--- config.mk ---
export PLATFORM = sky130hd
export DESIGN_NAME = ps2_key_sender
export DESIGN_NICKNAME = d
export VERILOG_FILES = /design/src/rtl/ps2_pkg.sv /design/src/rtl/ps2_frame_tx.sv /design/src/rtl/ps2_key_sender.sv
export SDC_FILE = /design/constraint.sdc
export NUM_CORES = 1
export LEC_CHECK = 0
export CORE_UTILIZATION = 46
export CTS_CLUSTER_SIZE = 8
export DETAILED_ROUTE_END_ITERATION = 10
export PLACE_DENSITY = 0.62
export SLEW_MARGIN = 15
export SYNTH_ARGS = -nofsm -noshare
export SYNTH_HDL_FRONTEND = slang
export SYNTH_SLANG_ARGS = --single-unit
--- constraint.sdc ---
create_clock -name clk -period 2.1 [get_ports clk]
set_input_delay 0.21 -clock clk [delete_from_list [all_inputs] [get_ports clk]]
set_output_delay 0.21 -clock clk [all_outputs]
set_load 0.05 [all_outputs]
--- src/rtl/ps2_pkg.sv ---
// Shared constants, sequencer states and the ASCII to set-2 scan-code lookup
// for the PS/2 keystroke transmitter.
package ps2_pkg;

  localparam logic [7:0] BREAK_PREFIX = 8'hF0;
  localparam int         FRAME_BITS   = 11;

  typedef enum logic [2:0] {
    SEQ_IDLE   = 3'd0,
    SEQ_MAKE   = 3'd1,
    SEQ_GAP1   = 3'd2,
    SEQ_PREFIX = 3'd3,
    SEQ_GAP2   = 3'd4,
    SEQ_BREAK  = 3'd5
  } seq_state_e;

  typedef struct packed {
    logic       valid;
    logic [7:0] code;
  } scan_t;

  // Tables are packed with entry 0 in the least significant byte.
  localparam logic [79:0] DIGIT_TBL = {
    8'h46, 8'h3E, 8'h3D, 8'h36, 8'h2E, 8'h25, 8'h26, 8'h1E, 8'h16, 8'h45
  };

  localparam logic [207:0] LETTER_TBL = {
    8'h1A, 8'h35, 8'h22, 8'h1D, 8'h2A, 8'h3C, 8'h2C, 8'h1B, 8'h2D, 8'h15,
    8'h4D, 8'h44, 8'h31, 8'h3A, 8'h4B, 8'h42, 8'h3B, 8'h43, 8'h33, 8'h34,
    8'h2B, 8'h24, 8'h23, 8'h21, 8'h32, 8'h1C
  };

  function automatic scan_t ascii_to_scan(input logic [7:0] c);
    scan_t      s;
    logic [4:0] idx;
    s   = '{valid: 1'b0, code: 8'h00};
    idx = 5'd0;
    if (c >= 8'h30 && c <= 8'h39) begin
      idx     = 5'(c - 8'h30);
      s.valid = 1'b1;
      s.code  = DIGIT_TBL[{idx[3:0], 3'b000} +: 8];
    end else if (c >= 8'h41 && c <= 8'h5A) begin
      idx     = 5'(c - 8'h41);
      s.valid = 1'b1;
      s.code  = LETTER_TBL[{idx, 3'b000} +: 8];
    end else if (c >= 8'h61 && c <= 8'h7A) begin
      idx     = 5'(c - 8'h61);
      s.valid = 1'b1;
      s.code  = LETTER_TBL[{idx, 3'b000} +: 8];
    end
    return s;
  endfunction

endpackage

--- src/rtl/ps2_frame_tx.sv ---
// Single-byte PS/2 device serializer: start, 8 data bits LSB first, odd
// parity, stop; each bit is a HIGH half-period followed by a LOW half-period.
module ps2_frame_tx
  import ps2_pkg::*;
#(
  parameter int CLK_DIV = 4
) (
  input  logic       clk,
  input  logic       clrn,
  input  logic       start,
  input  logic [7:0] tx_byte,
  output logic       done,
  output logic       ps2_clk,
  output logic       ps2_data
);

  localparam int             PW         = (CLK_DIV > 1) ? $clog2(CLK_DIV) : 1;
  localparam logic [PW-1:0]  PHASE_LAST = PW'(CLK_DIV - 1);
  localparam logic [3:0]     BIT_LAST   = 4'(FRAME_BITS - 1);

  logic          active_reg;
  logic          low_reg;
  logic [PW-1:0] phase_reg;
  logic [3:0]    bit_reg;
  logic [9:0]    shift_reg;
  logic          pclk_reg;
  logic          pdata_reg;
  logic          phase_end;

  assign phase_end = (phase_reg == PHASE_LAST);
  // Asserted during the final cycle of the stop bit's LOW phase.
  assign done      = active_reg && low_reg && phase_end && (bit_reg == BIT_LAST);
  assign ps2_clk   = pclk_reg;
  assign ps2_data  = pdata_reg;

  always_ff @(posedge clk or negedge clrn) begin
    if (!clrn) begin
      active_reg <= 1'b0;
      low_reg    <= 1'b0;
      phase_reg  <= '0;
      bit_reg    <= 4'd0;
      shift_reg  <= 10'h3FF;
      pclk_reg   <= 1'b1;
      pdata_reg  <= 1'b1;
    end else if (start) begin
      active_reg <= 1'b1;
      low_reg    <= 1'b0;
      phase_reg  <= '0;
      bit_reg    <= 4'd0;
      shift_reg  <= {1'b1, ~^tx_byte, tx_byte};
      pclk_reg   <= 1'b1;
      pdata_reg  <= 1'b0;
    end else if (active_reg) begin
      if (!phase_end) begin
        phase_reg <= phase_reg + 1'b1;
      end else begin
        phase_reg <= '0;
        if (!low_reg) begin
          low_reg  <= 1'b1;
          pclk_reg <= 1'b0;
        end else if (bit_reg == BIT_LAST) begin
          active_reg <= 1'b0;
          low_reg    <= 1'b0;
          bit_reg    <= 4'd0;
          pclk_reg   <= 1'b1;
          pdata_reg  <= 1'b1;
        end else begin
          // Data only moves at the start of a HIGH phase.
          low_reg   <= 1'b0;
          bit_reg   <= bit_reg + 1'b1;
          pclk_reg  <= 1'b1;
          pdata_reg <= shift_reg[0];
          shift_reg <= {1'b1, shift_reg[9:1]};
        end
      end
    end
  end

endmodule

--- src/rtl/ps2_key_sender.sv ---
// Keyboard-side PS/2 transmitter: accepts one ASCII character and plays the
// full keystroke (make, F0, break) with idle gaps between frames.
module ps2_key_sender
  import ps2_pkg::*;
#(
  parameter int CLK_DIV    = 4,
  parameter int GAP_CYCLES = 16
) (
  input  logic       clk,
  input  logic       clrn,
  input  logic       ascii_valid,
  input  logic [7:0] ascii,
  output logic       ascii_ready,
  output logic       busy,
  output logic       unknown,
  output logic       ps2_clk,
  output logic       ps2_data
);

  localparam logic [2:0] S_IDLE   = SEQ_IDLE;
  localparam logic [2:0] S_MAKE   = SEQ_MAKE;
  localparam logic [2:0] S_GAP1   = SEQ_GAP1;
  localparam logic [2:0] S_PREFIX = SEQ_PREFIX;
  localparam logic [2:0] S_GAP2   = SEQ_GAP2;
  localparam logic [2:0] S_BREAK  = SEQ_BREAK;

  localparam int            GW       = $clog2(GAP_CYCLES + 1);
  localparam logic [GW-1:0] GAP_LAST = GW'(GAP_CYCLES - 1);

  logic [2:0]    state_reg;
  logic [GW-1:0] gap_reg;
  logic [7:0]    code_reg;
  logic          ready_reg;
  logic          busy_reg;
  logic          unknown_reg;

  scan_t      map;
  logic       accept;
  logic       gap_end;
  logic       tx_start;
  logic [7:0] tx_byte;
  logic       frame_done;

  assign map         = ascii_to_scan(ascii);
  assign accept      = ascii_valid && ready_reg;
  assign gap_end     = (gap_reg == GAP_LAST);
  assign ascii_ready = ready_reg;
  assign busy        = busy_reg;
  assign unknown     = unknown_reg;

  // The make frame starts on the accepting edge so the start bit is visible
  // the very next cycle; later frames start on the last gap cycle.
  always_comb begin
    tx_start = 1'b0;
    tx_byte  = code_reg;
    case (state_reg)
      S_IDLE: begin
        tx_start = accept && map.valid;
        tx_byte  = map.code;
      end
      S_GAP1: begin
        tx_start = gap_end;
        tx_byte  = BREAK_PREFIX;
      end
      S_GAP2: begin
        tx_start = gap_end;
        tx_byte  = code_reg;
      end
      default: begin
        tx_start = 1'b0;
        tx_byte  = code_reg;
      end
    endcase
  end

  always_ff @(posedge clk or negedge clrn) begin
    if (!clrn) begin
      state_reg   <= S_IDLE;
      gap_reg     <= '0;
      code_reg    <= 8'h00;
      ready_reg   <= 1'b1;
      busy_reg    <= 1'b0;
      unknown_reg <= 1'b0;
    end else begin
      unknown_reg <= 1'b0;
      case (state_reg)
        S_IDLE: begin
          if (accept) begin
            if (map.valid) begin
              state_reg <= S_MAKE;
              code_reg  <= map.code;
              ready_reg <= 1'b0;
              busy_reg  <= 1'b1;
            end else begin
              unknown_reg <= 1'b1;
            end
          end
        end
        S_MAKE: begin
          if (frame_done) state_reg <= S_GAP1;
        end
        S_GAP1: begin
          if (gap_end) begin
            state_reg <= S_PREFIX;
            gap_reg   <= '0;
          end else begin
            gap_reg <= gap_reg + 1'b1;
          end
        end
        S_PREFIX: begin
          if (frame_done) state_reg <= S_GAP2;
        end
        S_GAP2: begin
          if (gap_end) begin
            state_reg <= S_BREAK;
            gap_reg   <= '0;
          end else begin
            gap_reg <= gap_reg + 1'b1;
          end
        end
        S_BREAK: begin
          if (frame_done) begin
            state_reg <= S_IDLE;
            ready_reg <= 1'b1;
            busy_reg  <= 1'b0;
          end
        end
        default: begin
          state_reg <= S_IDLE;
          gap_reg   <= '0;
          ready_reg <= 1'b1;
          busy_reg  <= 1'b0;
        end
      endcase
    end
  end

  ps2_frame_tx #(
    .CLK_DIV (CLK_DIV)
  ) u_frame_tx (
    .clk      (clk),
    .clrn     (clrn),
    .start    (tx_start),
    .tx_byte  (tx_byte),
    .done     (frame_done),
    .ps2_clk  (ps2_clk),
    .ps2_data (ps2_data)
  );

endmodule

==> results of run 1 <==
-- area by class of cell --
class                           instances  area, µm²  area share
Tap cell                               77       96.3      0.0237
Clock inverter                          1       30.0     0.00740
Inverter                               10       47.5      0.0117
Sequential cell                        37        941       0.232
Clock buffer                            7       86.3      0.0213
Timing Repair Buffer                  104        872       0.215
Multi-Input combinational cell        275       1990       0.489
-- cells in the mapped netlist, types with 3 or more instances --
master     n  area share
a31oi_1    3      0.0063
o21ai_1    5      0.0083
inv_1      9       0.011
o22ai_1    3      0.0063
clkbuf_1  12       0.015
a21oi_1   32       0.053
nor2b_1    8       0.017
nand2b_1   4      0.0083
nand3_1   10       0.017
nor2_1    28       0.035
o31ai_1    5       0.013
dfrtp_1   25        0.21
a221oi_1   3      0.0088
buf_2      4      0.0067
ha_1      12       0.050
a32oi_1    4       0.012
o21ai_0   24       0.040
buf_4      6       0.015
o211ai_1   5       0.013
or2_2      3      0.0063
xor2_1     3      0.0088
nor3_2     3       0.010
o21a_1     5       0.013
dfstp_2   12        0.11
o221ai_1   6       0.018
mux2i_1   14       0.047
nor3_1     5      0.0083
o21bai_1   3      0.0075
nand2_1   33       0.041
buf_6      3       0.011
xnor2_1   11       0.032
-- kinds of logic after synthesis --
logic type / count (synthesis) / share of synthesized area
adders and majority gates: 12 / 0.0501
AOI/OAI and AO/OA: 121 / 0.275
muxes: 15 / 0.0505
and+or+nand+nor: 110 / 0.187
xor gates and xnor gates: 17 / 0.0609
DFF: 37 / 0.314
buffers and inverters: 37 / 0.0630
-- metrics by stage --
step	util	cell area, µm²	power [mW]
2_1_floorplan	-	3070	0.969
3_3_place_gp	0.598	3780	1.15
3_5_place_dp	0.598	3780	1.15
4_1_cts	0.629	3970	1.82
5_1_grt	0.643	4060	1.89
6_report	0.643	4060	1.82
-- worst min path at each step --
stage,slack [ns],cells past startpoint,end,startpoint
2_1_floorplan,-0.09,0,busy$_DFFE_PN0P_,clrn
3_3_place_gp,0.35,1,u_frame_tx.bit_reg[3]$_DFFE_PN0P_,clrn
3_5_place_dp,0.35,1,u_frame_tx.bit_reg[3]$_DFFE_PN0P_,clrn
4_1_cts,0.03,1,u_frame_tx.bit_reg[3]$_DFFE_PN0P_,clrn
5_1_grt,0.07,1,u_frame_tx.low_reg$_DFFE_PN0P_,clrn
6_report,0.002,1,u_frame_tx.bit_reg[3]$_DFFE_PN0P_,clrn
-- timing repair --
action / in CTS / in global routing
endpoints found under the setup margin: 29 / 8
setup buffers: 3 / 4
gates cloned: 0 / 1
pin swaps: 13 / 11
gates resized for setup: 28 / 10
-- worst max-delay path: stages --
cell	delay [ns]
buf_8	0.11
inv_8	0.05
ha_4	0.14
or3b_4	0.41
buf_6	0.14
xor2_4	0.15
a221o_1	0.33
buf_6	0.14
a21o_1	0.16
a32oi_2	0.21
o21ai_2	0.12
xnor2_2	0.14
xnor2_1	0.21
xnor2_1	0.14
o21bai_1	0.07
-- cells in the final DEF (no fill, tap or decap), drive strengths merged, types with 3 or more instances in the layout --
cell type / instances
xor2: 4
a21oi: 33
ha: 12
nor2: 29
nand2b: 4
mux2i: 14
a31oi: 3
nor2b: 8
nor3: 8
inv: 10
or2: 5
o211ai: 5
dfstp: 12
dfrtp: 25
clkdlybuf4s50: 9
nand3: 10
a32oi: 5
nand2: 33
o21bai: 3
o31ai: 5
o221ai: 6
o22ai: 3
a221oi: 3
buf: 91
o21ai: 29
xnor2: 13
clkbuf: 8
o21a: 6
-- routing by layer --
metal | part of all wire | up-vias
met4 | 0.048 | 0
met5 | 0 | -
met1 | 0.43 | 1350
met2 | 0.49 | 84
met3 | 0.036 | 36
li1 | - | 1439
-- power breakdown --
group	switching [mW]	internal (mW)	total, mW
clock	0.260	0.387	0.647
sequential	0	0.713	0.713
combinational	0.229	0.230	0.459
total	0.489	1.33	1.82
==> summary.md, run 1 <==
| Metric | Value |
|---|---|
| Vias/cell | `5.69` |
| Least-Margin Pin Slew | `0.815 ns` |
| Met1 Use GR | `0.286` |
| Ant diodes | `0` |
| Violated checks | `negative setup slack` |
| FF-to-FF Start | `gap_reg[0]$_DFFE_PN0N_` |
| Initial core utilization | `0.475` |
| Total CTS buffers | `5` |
| Max Cap Viol | `0` |
| Num Clock Sinks | `37` |
| Seq/Total Area, Yosys | `0.314` |
| Reg2reg end | `u_frame_tx.shift_reg[3]$_DFFE_PN1P_` |
| Pre-Repair DR Iteration Count | `4` |
| Worst setup EP type | `flop` |
| Post-Syn Nets | `372` |
| Total negative slack | `-0.829 ns` |
| Pin count of the biggest net entering global routing | `38` |
| HP Class | `primary input to async pin` |
| Syn_area_per_cell | `8.59 µm²` |
| Vias | `2909` |
| Worst R2R Setup Slack | `0.13 ns` |
| Synth Flop Type | `dfrtp_1` |
| VDD IR max | `0.000308 V` |
| DP HPWL | `5.91 mm` |
| Final min period | `2.50 ns` |
| Total Routing Usage GR | `0.249` |
| Gr busiest metal | `met2` |
| EDFF count, synth | `0` |
| Placed Instances | `497` |
| CTS root buf | `clkbuf_8` |
| Setup ws final | `-0.399 ns` |
| GRT overflow | `0` |
| Initial antenna violation count | `0` |
| Nets | `456` |
| Hold_buf cts | `0` |
| Register clock-pin slew on the reported worst setup and hold paths | `0.08 ns` |
| RSZ-0062 raised after global routing | `true` |
| Met2 usage | `0.439` |
| Avg WL per Cell | `15.5 µm` |
| Routed Antenna Nets | `0` |
| Worst hold slack | `0.00244 ns` |
| I/O Buffers | `15` |
| Status | `finished with violations` |
| Post-Place Setup Slack | `-1.25 ns` |
| Die width | `82.7 µm` |
| Final hold vios | `0` |
| Leak | `1.84 nW` |
| Share of post-route cells with drive strength above 1 | `0.348` |
| Critical Path End | `u_frame_tx.shift_reg[8]$_DFFE_PN1P_` |
| CTS tree | `yes` |
| Async set-reset flop share out of synthesis | `1.00` |
| Met3 usage | `0.0341` |
| Post-Syn Area | `3000 µm²` |
| Fin crit share | `1.19` |
| CP Launch Type | `primary input` |
| Yosys warns | `0` |
| Required time worst endpoint | `2.32 ns` |
| Post-Layout Cell Count | `511` |
| Mapped Cells | `349` |
| Drc violations | `0` |
| Synth Register Bits | `37` |
| Worst Path Arrival | `2.72 ns` |
| Die Area | `6850 µm²` |
| Clock H-tree levels | `2` |
| Top-level port count | `16` |
| Critical path peak fanout | `4` |
| Die Ht | `82.7 µm` |
| Slew Limit Headroom | `0.457` |
| Final GP Congestion | `0.980` |
| Fillers | `531` |
| Vias in the first global route | `2792` |
| Netlist cell types | `68` |
| First-pass GRT wire length | `12.8 mm` |
| Max Slew Vio Count | `0` |
| Fmax | `400 MHz` |
| Area growth from synthesis to layout | `35.4%` |
| Power Density | `448 nW/µm²` |
| Iteration-0 DRC Markers | `126` |
| Largest register FFs | `9` |
| Routed WL | `7.91 mm` |
| WS Path Type | `primary input to flop` |
| CP Launch Point | `ascii[0]` |
| Setup Skew | `0.0105 ns` |
| Cell Rows | `29` |
| Max clock buf depth | `2` |
| Final setup violation count | `5` |
| Worst-skew pair later-pin latency | `0.29 ns` |
| Cell count of the worst reg-to-reg path | `8` |
| Core ar. | `6310 µm²` |
Power figures use the tool's default switching activity.
==> inputs of run 2 (changes only) <==
- CORE_MARGIN: default -> 5
==> summary.md, run 2 (synthesis results as in run 1) <==
| Metric | Value |
|---|---|
| Gr busiest metal | `met2` |
| Power Density | `418 nW/µm²` |
| WP buf/inv | `3` |
| Max Slew Vio Count | `0` |
| CP Launch Type | `primary input` |
| Net load switching power | `0.527 mW` |
| Hold_buf cts | `0` |
| Reg2reg end | `u_frame_tx.shift_reg[3]$_DFFE_PN1P_` |
| Setup Skew | `0.00704 ns` |
| First-pass GRT wire length | `13.8 mm` |
| Top-level port count | `16` |
| Final min period | `2.41 ns` |
| Max Cap Viol | `0` |
| Required time worst endpoint | `2.33 ns` |
| Final GP Congestion | `0.949` |
| Post-Place Setup Slack | `-1.15 ns` |
| Least-Margin Pin Slew | `0.820 ns` |
| WS Path Type | `primary input to flop` |
| Critical path peak fanout | `14` |
| Die Ht | `90.7 µm` |
| Nets | `462` |
| Initial antenna violation count | `0` |
| Met2 usage | `0.303` |
| Most used cell along the critical path | `xnor2_1` |
| CTS tree | `yes` |
| Die Area | `8230 µm²` |
| Ant diodes | `0` |
| Vias | `3021` |
| Seq pwr share | `0.406` |
| Num Clock Sinks | `37` |
| Largest register FFs | `9` |
| Worst path slowest cell | `or3_1` |
| Vias/cell | `5.84` |
| Total CTS buffers | `5` |
| Net Sw Frac | `0.300` |
| Fmax | `415 MHz` |
| Post-Layout Cell Count | `517` |
| Pin count of the biggest net entering global routing | `38` |
| Setup ws final | `-0.312 ns` |
| Met3 usage | `0.0425` |
| Leak | `1.87 nW` |
| Violated checks | `negative setup slack` |
| GRT overflow | `0` |
| Pre-Repair DR Iteration Count | `5` |
| Initial core utilization | `0.472` |
| Cell count of the worst reg-to-reg path | `8` |
| Total Routing Usage GR | `0.201` |
| Iteration-0 DRC Markers | `366` |
| Vias in the first global route | `2858` |
| Share of post-route cells with drive strength above 1 | `0.373` |
| Most common cell after layout, fill and taps aside | `buf_4` |
| CP cell instances | `buf_8 -> buf_6 -> or2_1 -> buf_4 -> nor3_2 -> a221o_1 -> o32ai_4 -> o21a_2 -> or3_1 -> a32oi_2 -> xnor2_1 -> xnor2_1 -> o21bai_1` |
| Post-Place Cell Area | `3790 µm²` |
| I/O Buffers | `15` |
| Comb power frac | `0.283` |
| Most frequent cells in the layout | `80 x buf_4, 33 x nand2_1, 30 x a21oi_1` |
| RSZ-0062 raised after global routing | `true` |
| Clock H-tree levels | `2` |
| Util after Layout | `0.662` |
| Avg WL per Cell | `16.4 µm` |
| Die width | `90.7 µm` |
| Drc violations | `0` |
| Routed Antenna Nets | `0` |
| HP Class | `primary input to async pin` |
| FF-to-FF Start | `state_reg[2]$_DFFE_PN0P_` |
| Max clock buf depth | `2` |
| Placed Instances | `497` |
| Worst-skew pair later-pin latency | `0.30 ns` |
| Clk pwr share | `0.311` |
| DP HPWL | `6.02 mm` |
| VDD IR max | `0.000372 V` |
| Core ar. | `6350 µm²` |
| Worst R2R Setup Slack | `0.24 ns` |
| Register clock-pin slew on the reported worst setup and hold paths | `0.08 ns` |
| CP Launch Point | `ascii[0]` |
| Final hold vios | `0` |
| Fin crit share | `1.15` |
| CTS root buf | `clkbuf_8` |
| Slew Limit Headroom | `0.453` |
| Final setup violation count | `5` |
| Area growth from synthesis to layout | `40.2%` |
| Crit path max-delay family | `compound AO/OA/AOI/OAI gates` |
| Post-route cell area | `4210 µm²` |
| Crit path largest cell delay | `0.37 ns` |
| Met1 Use GR | `0.289` |
| Cell Rows | `29` |
| Routed WL | `8.49 mm` |
| Status | `finished with violations` |
| P_int | `1.23 mW` |
| Worst setup EP type | `flop` |
| Worst Path Arrival | `2.64 ns` |
[run 2: changes by cell type in the layout (fill, tap and decap cells not counted), moves of 2 or more]
cell      change
a221oi_4      +2
buf_6         +5
nand2b_4      +2
nand2b_1      -2
o21ai_0       -2
a221oi_2      -2
[run 2: cell type report]
type	count	area (µm²)
fillers	525	2140
multi-input cells	275	2070
repair buffers	110	955
flip-flops and latches	37	941
well taps	77	96.3
clock buffers	6	82.6
inverters	10	50.0
clock inverters	2	13.8
[run 2: through the flow]
step / power [mW] / TNS, ns / hold slack (ns)
2_1_floorplan: 0.969 / -1.90 / -0.0856
3_3_place_gp: 1.16 / -23.96 / 0.351
3_5_place_dp: 1.16 / -24.59 / 0.351
4_1_cts: 1.71 / -0.691 / 0.0275
5_1_grt: 1.82 / -1.49 / 0.0884
6_report: 1.76 / -0.649 / 0.0000558
[run 2: timing repair]
item / in CTS / in global routing
cloned: 0 / 2
endpoints found under the setup margin: 30 / 24
pin swaps: 13 / 11
buffers inserted: 3 / 9
resized for setup: 30 / 32
[run 2: power by group through the flow]
| stage | Sequential, mW | Combinational [mW] | Clock, mW |
|---|---|---|---|
| global placement | 0.726 | 0.434 | 0 |
| finish | 0.713 | 0.496 | 0.546 |
| CTS | 0.713 | 0.449 | 0.549 |
| floorplan | 0.726 | 0.243 | 0 |
| global route | 0.713 | 0.535 | 0.574 |
| detailed placement | 0.726 | 0.433 | 0 |
[run 2: metal layers]
layer / vias up / wire, µm
met1: 1472 / 4070
li1: 1458 / -
met4: 0 / 65
met2: 82 / 3950
met5: - / 0
met3: 9 / 410
[run 2: worst max-delay path by stage]
| stage | cells past startpoint | end | slack, ns |
|---|---|---|---|
| after detailed placement | 14 | u_frame_tx.shift_reg[8]$_DFFE_PN1P_ | -1.15 |
| after CTS | 14 | u_frame_tx.shift_reg[8]$_DFFE_PN1P_ | -0.33 |
| after floorplan | 14 | u_frame_tx.shift_reg[8]$_DFFE_PN1P_ | -0.62 |
| final | 13 | u_frame_tx.shift_reg[8]$_DFFE_PN1P_ | -0.31 |
| after global placement | 13 | u_frame_tx.shift_reg[8]$_DFFE_PN1P_ | -1.12 |
| after global routing | 14 | u_frame_tx.shift_reg[8]$_DFFE_PN1P_ | -0.45 |
